==> src/rtl/cpu_defs.sv <==
// cpu_defs: opcode encodings, strobe bit positions and per-opcode sequencing helpers
// shared by the control sequencer and its step counter.
`default_nettype none

package cpu_defs;

    localparam logic [4:0] OP_LD   = 5'b00000;
    localparam logic [4:0] OP_LDI  = 5'b00001;
    localparam logic [4:0] OP_ST   = 5'b00010;
    localparam logic [4:0] OP_ADD  = 5'b00011;
    localparam logic [4:0] OP_SUB  = 5'b00100;
    localparam logic [4:0] OP_AND  = 5'b00101;
    localparam logic [4:0] OP_OR   = 5'b00110;
    localparam logic [4:0] OP_ROR  = 5'b00111;
    localparam logic [4:0] OP_ROL  = 5'b01000;
    localparam logic [4:0] OP_SHR  = 5'b01001;
    localparam logic [4:0] OP_SHRA = 5'b01010;
    localparam logic [4:0] OP_SHL  = 5'b01011;
    localparam logic [4:0] OP_ADDI = 5'b01100;
    localparam logic [4:0] OP_ANDI = 5'b01101;
    localparam logic [4:0] OP_ORI  = 5'b01110;
    localparam logic [4:0] OP_DIV  = 5'b01111;
    localparam logic [4:0] OP_MUL  = 5'b10000;
    localparam logic [4:0] OP_NEG  = 5'b10001;
    localparam logic [4:0] OP_NOT  = 5'b10010;
    localparam logic [4:0] OP_BR   = 5'b10011;
    localparam logic [4:0] OP_JR   = 5'b10100;
    localparam logic [4:0] OP_JAL  = 5'b10101;
    localparam logic [4:0] OP_IN   = 5'b10110;
    localparam logic [4:0] OP_OUT  = 5'b10111;
    localparam logic [4:0] OP_MFHI = 5'b11000;
    localparam logic [4:0] OP_MFLO = 5'b11001;
    localparam logic [4:0] OP_NOP  = 5'b11010;
    localparam logic [4:0] OP_HALT = 5'b11011;

    localparam logic [2:0] BS_HI     = 3'd0;
    localparam logic [2:0] BS_LO     = 3'd1;
    localparam logic [2:0] BS_ZHIGH  = 3'd2;
    localparam logic [2:0] BS_ZLOW   = 3'd3;
    localparam logic [2:0] BS_PC     = 3'd4;
    localparam logic [2:0] BS_MDR    = 3'd5;
    localparam logic [2:0] BS_INPORT = 3'd6;
    localparam logic [2:0] BS_C      = 3'd7;

    localparam logic [2:0] GS_BAOUT = 3'd0;
    localparam logic [2:0] GS_ROUT  = 3'd1;
    localparam logic [2:0] GS_RIN   = 3'd2;
    localparam logic [2:0] GS_GRC   = 3'd3;
    localparam logic [2:0] GS_GRB   = 3'd4;
    localparam logic [2:0] GS_GRA   = 3'd5;

    localparam logic [3:0] RL_PC      = 4'd0;
    localparam logic [3:0] RL_MAR     = 4'd1;
    localparam logic [3:0] RL_MDR     = 4'd2;
    localparam logic [3:0] RL_IR      = 4'd3;
    localparam logic [3:0] RL_Y       = 4'd4;
    localparam logic [3:0] RL_ZLOW    = 4'd5;
    localparam logic [3:0] RL_ZHIGH   = 4'd6;
    localparam logic [3:0] RL_LO      = 4'd7;
    localparam logic [3:0] RL_HI      = 4'd8;
    localparam logic [3:0] RL_OUTPORT = 4'd9;

    localparam logic [0:0] MEM_WRITE = 1'b0;
    localparam logic [0:0] MEM_READ  = 1'b1;

    // Final execute step of each opcode; anything not listed finishes at T3.
    function automatic logic [2:0] last_step(input logic [4:0] op);
        logic [2:0] s;
        s = 3'd3;
        case (op)
            OP_ADD, OP_SUB, OP_AND, OP_OR, OP_ROR, OP_ROL, OP_SHR, OP_SHRA, OP_SHL,
            OP_ADDI, OP_ANDI, OP_ORI, OP_LDI:  s = 3'd5;
            OP_NEG, OP_NOT, OP_JAL:            s = 3'd4;
            OP_DIV, OP_MUL, OP_BR:             s = 3'd6;
            OP_LD, OP_ST:                      s = 3'd7;
            default:                           s = 3'd3;
        endcase
        return s;
    endfunction

    // Immediate forms reuse the ALU opcode of their register-register counterpart.
    function automatic logic [4:0] alu_op(input logic [4:0] op);
        logic [4:0] r;
        r = op;
        case (op)
            OP_ADDI: r = OP_ADD;
            OP_ANDI: r = OP_AND;
            OP_ORI:  r = OP_OR;
            default: r = op;
        endcase
        return r;
    endfunction

endpackage

`default_nettype wire

==> src/rtl/control_unit_fsm_step_counter.sv <==
// control_unit_fsm_step_counter: T-step counter with synchronous clear, end-of-instruction
// restart and halt hold; wraps to T0 after T7.
`default_nettype none

module control_unit_fsm_step_counter #(
    parameter int STEP_W     = 3,
    parameter int RESET_STEP = 0
) (
    input  logic              clock,
    input  logic              clear,
    input  logic              restart_i,
    input  logic              hold_i,
    output logic [STEP_W-1:0] step_o
);

    localparam logic [STEP_W-1:0] STEP_MAX = STEP_W'(7);

    logic [STEP_W-1:0] step_q;
    logic [STEP_W-1:0] step_d;

    always_comb begin
        step_d = step_q;
        if (hold_i) begin
            step_d = step_q;
        end else if (restart_i || (step_q >= STEP_MAX)) begin
            step_d = '0;
        end else begin
            step_d = step_q + STEP_W'(1);
        end
    end

    always_ff @(posedge clock) begin
        if (!clear) begin
            step_q <= STEP_W'(RESET_STEP);
        end else begin
            step_q <= step_d;
        end
    end

    assign step_o = step_q;

endmodule

`default_nettype wire

==> src/rtl/control_unit_fsm.sv <==
// control_unit_fsm: hardwired Moore sequencer producing every datapath strobe for a
// fetch (T0-T2) plus opcode-specific execute (T3-T7) instruction cycle.
`default_nettype none

module control_unit_fsm
    import cpu_defs::*;
#(
    parameter int STEP_W     = 3,
    parameter int RESET_STEP = 0
) (
    input  logic        clock,
    input  logic        clear,
    input  logic [31:0] ir,
    input  logic        con_ff,
    input  logic        stop,
    output logic [7:0]  bus_src,
    output logic [5:0]  gsel,
    output logic [9:0]  reg_load,
    output logic        r15_in,
    output logic [1:0]  mem_rw,
    output logic        inc_pc,
    output logic        con_in,
    output logic [4:0]  operation,
    output logic        run
);

    localparam logic [0:0] ST_RUN  = 1'b0;
    localparam logic [0:0] ST_HALT = 1'b1;

    localparam logic [STEP_W-1:0] T0 = STEP_W'(0);
    localparam logic [STEP_W-1:0] T1 = STEP_W'(1);
    localparam logic [STEP_W-1:0] T2 = STEP_W'(2);
    localparam logic [STEP_W-1:0] T3 = STEP_W'(3);
    localparam logic [STEP_W-1:0] T4 = STEP_W'(4);
    localparam logic [STEP_W-1:0] T5 = STEP_W'(5);
    localparam logic [STEP_W-1:0] T6 = STEP_W'(6);
    localparam logic [STEP_W-1:0] T7 = STEP_W'(7);

    logic [0:0]        state_q;
    logic [0:0]        state_d;
    logic [STEP_W-1:0] step_q;
    logic [4:0]        opcode;
    logic              w_restart;
    logic              w_hold;
    logic              w_imm;
    logic              unused_ir_bits;

    assign opcode         = ir[31:27];
    assign unused_ir_bits = ^ir[26:0];
    assign w_imm          = (opcode == OP_ADDI) || (opcode == OP_ANDI) || (opcode == OP_ORI);
    assign w_restart      = (step_q >= T3) && (step_q == STEP_W'(last_step(opcode)));
    assign w_hold         = (state_q == ST_HALT) || ((step_q == T0) && stop);

    control_unit_fsm_step_counter #(
        .STEP_W     (STEP_W),
        .RESET_STEP (RESET_STEP)
    ) u_step_counter (
        .clock     (clock),
        .clear     (clear),
        .restart_i (w_restart),
        .hold_i    (w_hold),
        .step_o    (step_q)
    );

    always_comb begin
        state_d = state_q;
        if (state_q == ST_RUN) begin
            if ((step_q == T0) && stop) begin
                state_d = ST_HALT;
            end else if ((step_q == T3) && (opcode == OP_HALT)) begin
                state_d = ST_HALT;
            end
        end
    end

    always_ff @(posedge clock) begin
        if (!clear) begin
            state_q <= ST_RUN;
        end else begin
            state_q <= state_d;
        end
    end

    assign run = !clear || (state_q == ST_RUN);

    // Strobes are forced low while clear is held so nothing leaks during reset.
    always_comb begin
        bus_src   = '0;
        gsel      = '0;
        reg_load  = '0;
        r15_in    = 1'b0;
        mem_rw    = '0;
        inc_pc    = 1'b0;
        con_in    = 1'b0;
        operation = OP_ADD;
        if (!clear) begin
            operation = '0;
        end else if (state_q == ST_RUN) begin
            case (step_q)
                T0: begin
                    if (!stop) begin
                        bus_src[BS_PC]   = 1'b1;
                        reg_load[RL_MAR] = 1'b1;
                        reg_load[RL_PC]  = 1'b1;
                        inc_pc           = 1'b1;
                    end
                end
                T1: begin
                    mem_rw[MEM_READ] = 1'b1;
                    reg_load[RL_MDR] = 1'b1;
                end
                T2: begin
                    bus_src[BS_MDR] = 1'b1;
                    reg_load[RL_IR] = 1'b1;
                end
                default: begin
                    case (opcode)
                        OP_ADD, OP_SUB, OP_AND, OP_OR, OP_ROR, OP_ROL, OP_SHR, OP_SHRA,
                        OP_SHL, OP_ADDI, OP_ANDI, OP_ORI: begin
                            if (step_q == T3) begin
                                gsel[GS_GRB]   = 1'b1;
                                gsel[GS_ROUT]  = 1'b1;
                                reg_load[RL_Y] = 1'b1;
                            end else if (step_q == T4) begin
                                if (w_imm) begin
                                    bus_src[BS_C] = 1'b1;
                                end else begin
                                    gsel[GS_GRC]  = 1'b1;
                                    gsel[GS_ROUT] = 1'b1;
                                end
                                operation         = alu_op(opcode);
                                reg_load[RL_ZLOW] = 1'b1;
                            end else if (step_q == T5) begin
                                bus_src[BS_ZLOW] = 1'b1;
                                gsel[GS_GRA]     = 1'b1;
                                gsel[GS_RIN]     = 1'b1;
                            end
                        end
                        OP_NEG, OP_NOT: begin
                            if (step_q == T3) begin
                                gsel[GS_GRB]      = 1'b1;
                                gsel[GS_ROUT]     = 1'b1;
                                operation         = opcode;
                                reg_load[RL_ZLOW] = 1'b1;
                            end else if (step_q == T4) begin
                                bus_src[BS_ZLOW] = 1'b1;
                                gsel[GS_GRA]     = 1'b1;
                                gsel[GS_RIN]     = 1'b1;
                            end
                        end
                        OP_MUL, OP_DIV: begin
                            if (step_q == T3) begin
                                gsel[GS_GRA]   = 1'b1;
                                gsel[GS_ROUT]  = 1'b1;
                                reg_load[RL_Y] = 1'b1;
                            end else if (step_q == T4) begin
                                gsel[GS_GRB]       = 1'b1;
                                gsel[GS_ROUT]      = 1'b1;
                                operation          = opcode;
                                reg_load[RL_ZLOW]  = 1'b1;
                                reg_load[RL_ZHIGH] = 1'b1;
                            end else if (step_q == T5) begin
                                bus_src[BS_ZLOW] = 1'b1;
                                reg_load[RL_LO]  = 1'b1;
                            end else if (step_q == T6) begin
                                bus_src[BS_ZHIGH] = 1'b1;
                                reg_load[RL_HI]   = 1'b1;
                            end
                        end
                        OP_LD, OP_LDI, OP_ST: begin
                            if (step_q == T3) begin
                                gsel[GS_GRB]   = 1'b1;
                                gsel[GS_BAOUT] = 1'b1;
                                reg_load[RL_Y] = 1'b1;
                            end else if (step_q == T4) begin
                                bus_src[BS_C]     = 1'b1;
                                reg_load[RL_ZLOW] = 1'b1;
                            end else if (step_q == T5) begin
                                bus_src[BS_ZLOW] = 1'b1;
                                if (opcode == OP_LDI) begin
                                    gsel[GS_GRA] = 1'b1;
                                    gsel[GS_RIN] = 1'b1;
                                end else begin
                                    reg_load[RL_MAR] = 1'b1;
                                end
                            end else if (step_q == T6) begin
                                reg_load[RL_MDR] = 1'b1;
                                if (opcode == OP_ST) begin
                                    gsel[GS_GRA]  = 1'b1;
                                    gsel[GS_ROUT] = 1'b1;
                                end else begin
                                    mem_rw[MEM_READ] = 1'b1;
                                end
                            end else if (step_q == T7) begin
                                if (opcode == OP_ST) begin
                                    mem_rw[MEM_WRITE] = 1'b1;
                                end else begin
                                    bus_src[BS_MDR] = 1'b1;
                                    gsel[GS_GRA]    = 1'b1;
                                    gsel[GS_RIN]    = 1'b1;
                                end
                            end
                        end
                        OP_BR: begin
                            if (step_q == T3) begin
                                gsel[GS_GRA]  = 1'b1;
                                gsel[GS_ROUT] = 1'b1;
                                con_in        = 1'b1;
                            end else if (step_q == T4) begin
                                bus_src[BS_PC] = 1'b1;
                                reg_load[RL_Y] = 1'b1;
                            end else if (step_q == T5) begin
                                bus_src[BS_C]     = 1'b1;
                                reg_load[RL_ZLOW] = 1'b1;
                            end else if (step_q == T6) begin
                                bus_src[BS_ZLOW] = 1'b1;
                                reg_load[RL_PC]  = con_ff;
                            end
                        end
                        OP_JR: begin
                            if (step_q == T3) begin
                                gsel[GS_GRA]    = 1'b1;
                                gsel[GS_ROUT]   = 1'b1;
                                reg_load[RL_PC] = 1'b1;
                            end
                        end
                        OP_JAL: begin
                            if (step_q == T3) begin
                                bus_src[BS_PC] = 1'b1;
                                r15_in         = 1'b1;
                            end else if (step_q == T4) begin
                                gsel[GS_GRA]    = 1'b1;
                                gsel[GS_ROUT]   = 1'b1;
                                reg_load[RL_PC] = 1'b1;
                            end
                        end
                        OP_IN, OP_MFHI, OP_MFLO: begin
                            if (step_q == T3) begin
                                bus_src[BS_INPORT] = (opcode == OP_IN);
                                bus_src[BS_HI]     = (opcode == OP_MFHI);
                                bus_src[BS_LO]     = (opcode == OP_MFLO);
                                gsel[GS_GRA]       = 1'b1;
                                gsel[GS_RIN]       = 1'b1;
                            end
                        end
                        OP_OUT: begin
                            if (step_q == T3) begin
                                gsel[GS_GRA]         = 1'b1;
                                gsel[GS_ROUT]        = 1'b1;
                                reg_load[RL_OUTPORT] = 1'b1;
                            end
                        end
                        OP_NOP, OP_HALT: begin
                        end
                        default: begin
                        end
                    endcase
                end
            endcase
        end
    end

endmodule

`default_nettype wire

==> config.mk <==
export PLATFORM = sky130hd
export DESIGN_NAME = control_unit_fsm
export DESIGN_NICKNAME = d
export VERILOG_FILES = /design/src/rtl/cpu_defs.sv /design/src/rtl/control_unit_fsm_step_counter.sv /design/src/rtl/control_unit_fsm.sv
export SDC_FILE = /design/constraint.sdc
export NUM_CORES = 1
export LEC_CHECK = 0
export CAP_MARGIN = 30
export CELL_PAD_IN_SITES_DETAIL_PLACEMENT = 1
export CELL_PAD_IN_SITES_GLOBAL_PLACEMENT = 1
export CORE_MARGIN = 2
export CORE_UTILIZATION = 27
export DETAILED_ROUTE_END_ITERATION = 12
export GPL_TIMING_DRIVEN = 0
export HOLD_SLACK_MARGIN = 0.15
export PLACE_DENSITY = 0.81
export SYNTH_ARGS = -nofsm -noshare
export SYNTH_HDL_FRONTEND = slang
export SYNTH_SLANG_ARGS = --single-unit
==> constraint.sdc <==
create_clock -name clock -period 3.14 [get_ports clock]
set_clock_uncertainty 0.15 [all_clocks]
set_input_delay 0.628 -clock clock [delete_from_list [all_inputs] [get_ports clock]]
set_output_delay 0.628 -clock clock [all_outputs]
set_load 0.02 [all_outputs]
==> summary.md <==
| Metric | Value |
|---|---|
| Fin. max-slew vios | 0 |
| Ys async rst share | 0% |
| CTS tree | built |
| CTS buffer count | 3 |
| IO buf count | 42 |
| Residual DRC | 0 |
| Clk_lat worst skew | 0.21 ns |
| Status | complete, no violations |
| WL met3 | 473 microns |
| Dominant cells by area after synthesis | ha_1, a21oi_1, dfxtp_1, nand2_1, nor2_1 |
| Dpl ws | -1.13 ns |
| Power per unit of standard cell area | 311 mW/mm^2 |
| Crit path max fanout | 10 |
| Initial DRC count | 136 |
| CORE AREA | 0.00482 sq mm |
| Depth of the CTS H-tree | 1 |
| WS Path Type | in -> out |
| Number of placed I/O pins | 71 |
| Final nets | 324 |
| Yosys Warn Count | 0 |
| Cells after Synth | roughly 210 |
| EDFF count, synth | 0 |
| Crit path capture type | output pin |
| Detail Route met2 WL | 3180 microns |
| HP Start | u_step_counter.step_o[1] |
| CTS Sinks | 4 |
| GR Util All Layers | 23.0% |
| Hold buffers post-CTS | 0 |
| Die Area | between 0.005 and 0.006 sq mm |
| Relative slew slack | 73.4% |
| Max-Cap Viols | 0 |
| Pin count of the biggest net entering global routing | 11 |
| Period utilization | about 100% |
| Library cells used by synthesis | 53 |
| First-pass GRT wire length | 10000 microns |
| Critical path launch point | ir[30] |
| Main flop type after synthesis | dfxtp_1 |
| Final setup fails | 0 |
| Clk slew on worst S/H paths | about 0.030 ns |
| Wire length per cell | 19.1 microns |
| Synthesized net count | 258 |
| HPWL after DPL | 4210 microns |
| Leakage | approximately 0.0010 uW |
| WL final | 6540 microns |
| Total gr overflow | 0 |
| Tmin final | 3.13 ns |
| TritonRoute pass-1 iters | 4 |
| Most common cell after layout, fill and taps aside | buf_4 |
| Yosys top cell area share | 10.0% |
| Antenna Nets Post-Route | 0 |
| Starting Density | 28.4% |
| Row Count | 25 |
| Final worst setup slack | just over 0.008 ns |
| Die height | about 75 microns |
| M1 WL | 2690 microns |
| Post-layout util | 47.7% |
| Via count | 1968 |
| Area Growth Syn to Fin | 67.9% |
| Min-Delay Path Class | reg -> reg |
| Largest area contributor in the netlist | ha_1 |
| Reg2reg start | u_step_counter.step_o[0] |
| Root buf cell | clkbuf_8 |
| Cell area after synthesis | ~0.0014 sq mm |
| FMAX | about 320 MHz |
| Fillers | 615 |
| GP Congestion | a little over 0.9 |
| Number of global-route vias before repair | 1988 |
| Initial antenna violation count | 0 |
| Seq/Total Area, Yosys | 5.84% |
| Top Metal Used | met4 |
| Arrival @ worst endpoint | 2.35 ns |
| WP data required | about 2.4 ns |
| Fraction of layout cells with a size suffix above 1 | about two fifths |
| Commonest non-fill, non-tap cells in the layout | buf_4, nor2_1, nand2_1 |
| Ant. Diodes | 0 |
| Drt via density | 5.75 |
| Worst Max-Slew Pin Slew | around 0.40 ns |
| Worst vdd ir | 0.000293 V |
| Deepest clock path buffer count | 2 |
| Final Hold Viols | 0 |
| Yosys reg bits | 4 |
| CP Launch Type | primary input |
| Unrepaired setup endpoints after global routing | true |
| Die width | 75.2 microns |
| Syn Area/Cell | 6.49 sq um |
## path summary, 6_finish.rpt
check | to | slack [ns] | depth (start not counted)
max | gsel[5] | 0.008 | 8
min reg2reg | u_step_counter.step_o[1] | 0.37 | 2
min | u_step_counter.step_o[1] | 0.37 | 2
max reg2reg | u_step_counter.step_o[1] | 1.26 | 7
## sequential cells by signal, summed over array words and instances, names as in the netlist
| register | count |
|---|---|
| state_q | 1 |
| u_step_counter.step_o | 3 |
## synth_stat cells, types with 3 or more instances
cell	number
nor2_1	20
o32ai_1	4
or2_2	3
nand4_1	3
nand3_1	9
o21ai_0	12
nor3_1	10
nand2_1	20
buf_4	3
o211a_1	3
clkbuf_1	12
nor2b_1	6
a21oi_1	18
buf_2	3
a31oi_1	8
dfxtp_1	4
and4_1	4
and3_1	5
ha_1	11
inv_1	8
## kinds of logic after synthesis
group           count (synthesis)  share of synthesized area (%)
buf+inv                        28                           9.31
fa+ha+maj                      11                           10.0
simple gates                   98                           38.5
flops                           4                           5.84
compound gates                 69                           35.5
mux                             1                          0.731
## layout make-up
class	instances	area [sq um]	area share, %
buffer	16	128	5.55
sequential	4	82.6	3.59
multi-input combinational	179	1370	59.5
tap	67	83.8	3.65
timing repair buffer	64	553	24.0
inverter	9	43.8	1.90
clock buffer	3	41.3	1.80
## repair_timing
action | 4_1_cts | 5_1_grt
setup buffers | 16 | 6
pin swaps | 7 | 11
endpoints found under the hold margin | 0 | 0
resized for setup | 145 | 40
endpoints found under the setup margin | 32 | 27
## per-layer routing
layer	vias to the layer above	global-route usage (%)
met5	-	0
met4	0	8.97
met3	19	2.14
met2	106	40.0
met1	923	29.2
li1	920	-
## report_power, final
part	internal (uW)	total (uW)	switching [uW]
Sequential	67.5	92.0	24.5
Clock	81.3	104	22.4
Combinational	203	519	316
Total	352	715	363
## critical path, stage by stage
cell and delay [ns]:
clkdlybuf4s15_2 0.25, buf_6 0.17, or3_4 0.41, nor3_4 0.19, a32o_2 0.21, a31oi_2 0.12
a21oi_2 0.20, buf_4 0.17
## per-stage QoR
step	instances	area [sq um]	power, uW	setup TNS [ns]	hold WS, ns
floorplan	211	1370	365	0	0.344
global placement	320	1870	510	-24.02	0.384
detailed placement	320	1870	518	-23.94	0.397
CTS	336	2140	661	-0.0218	0.394
global route	342	2300	763	-0.376	0.409
finish	342	2300	715	0	0.373
(Power assumes the default switching activity.)
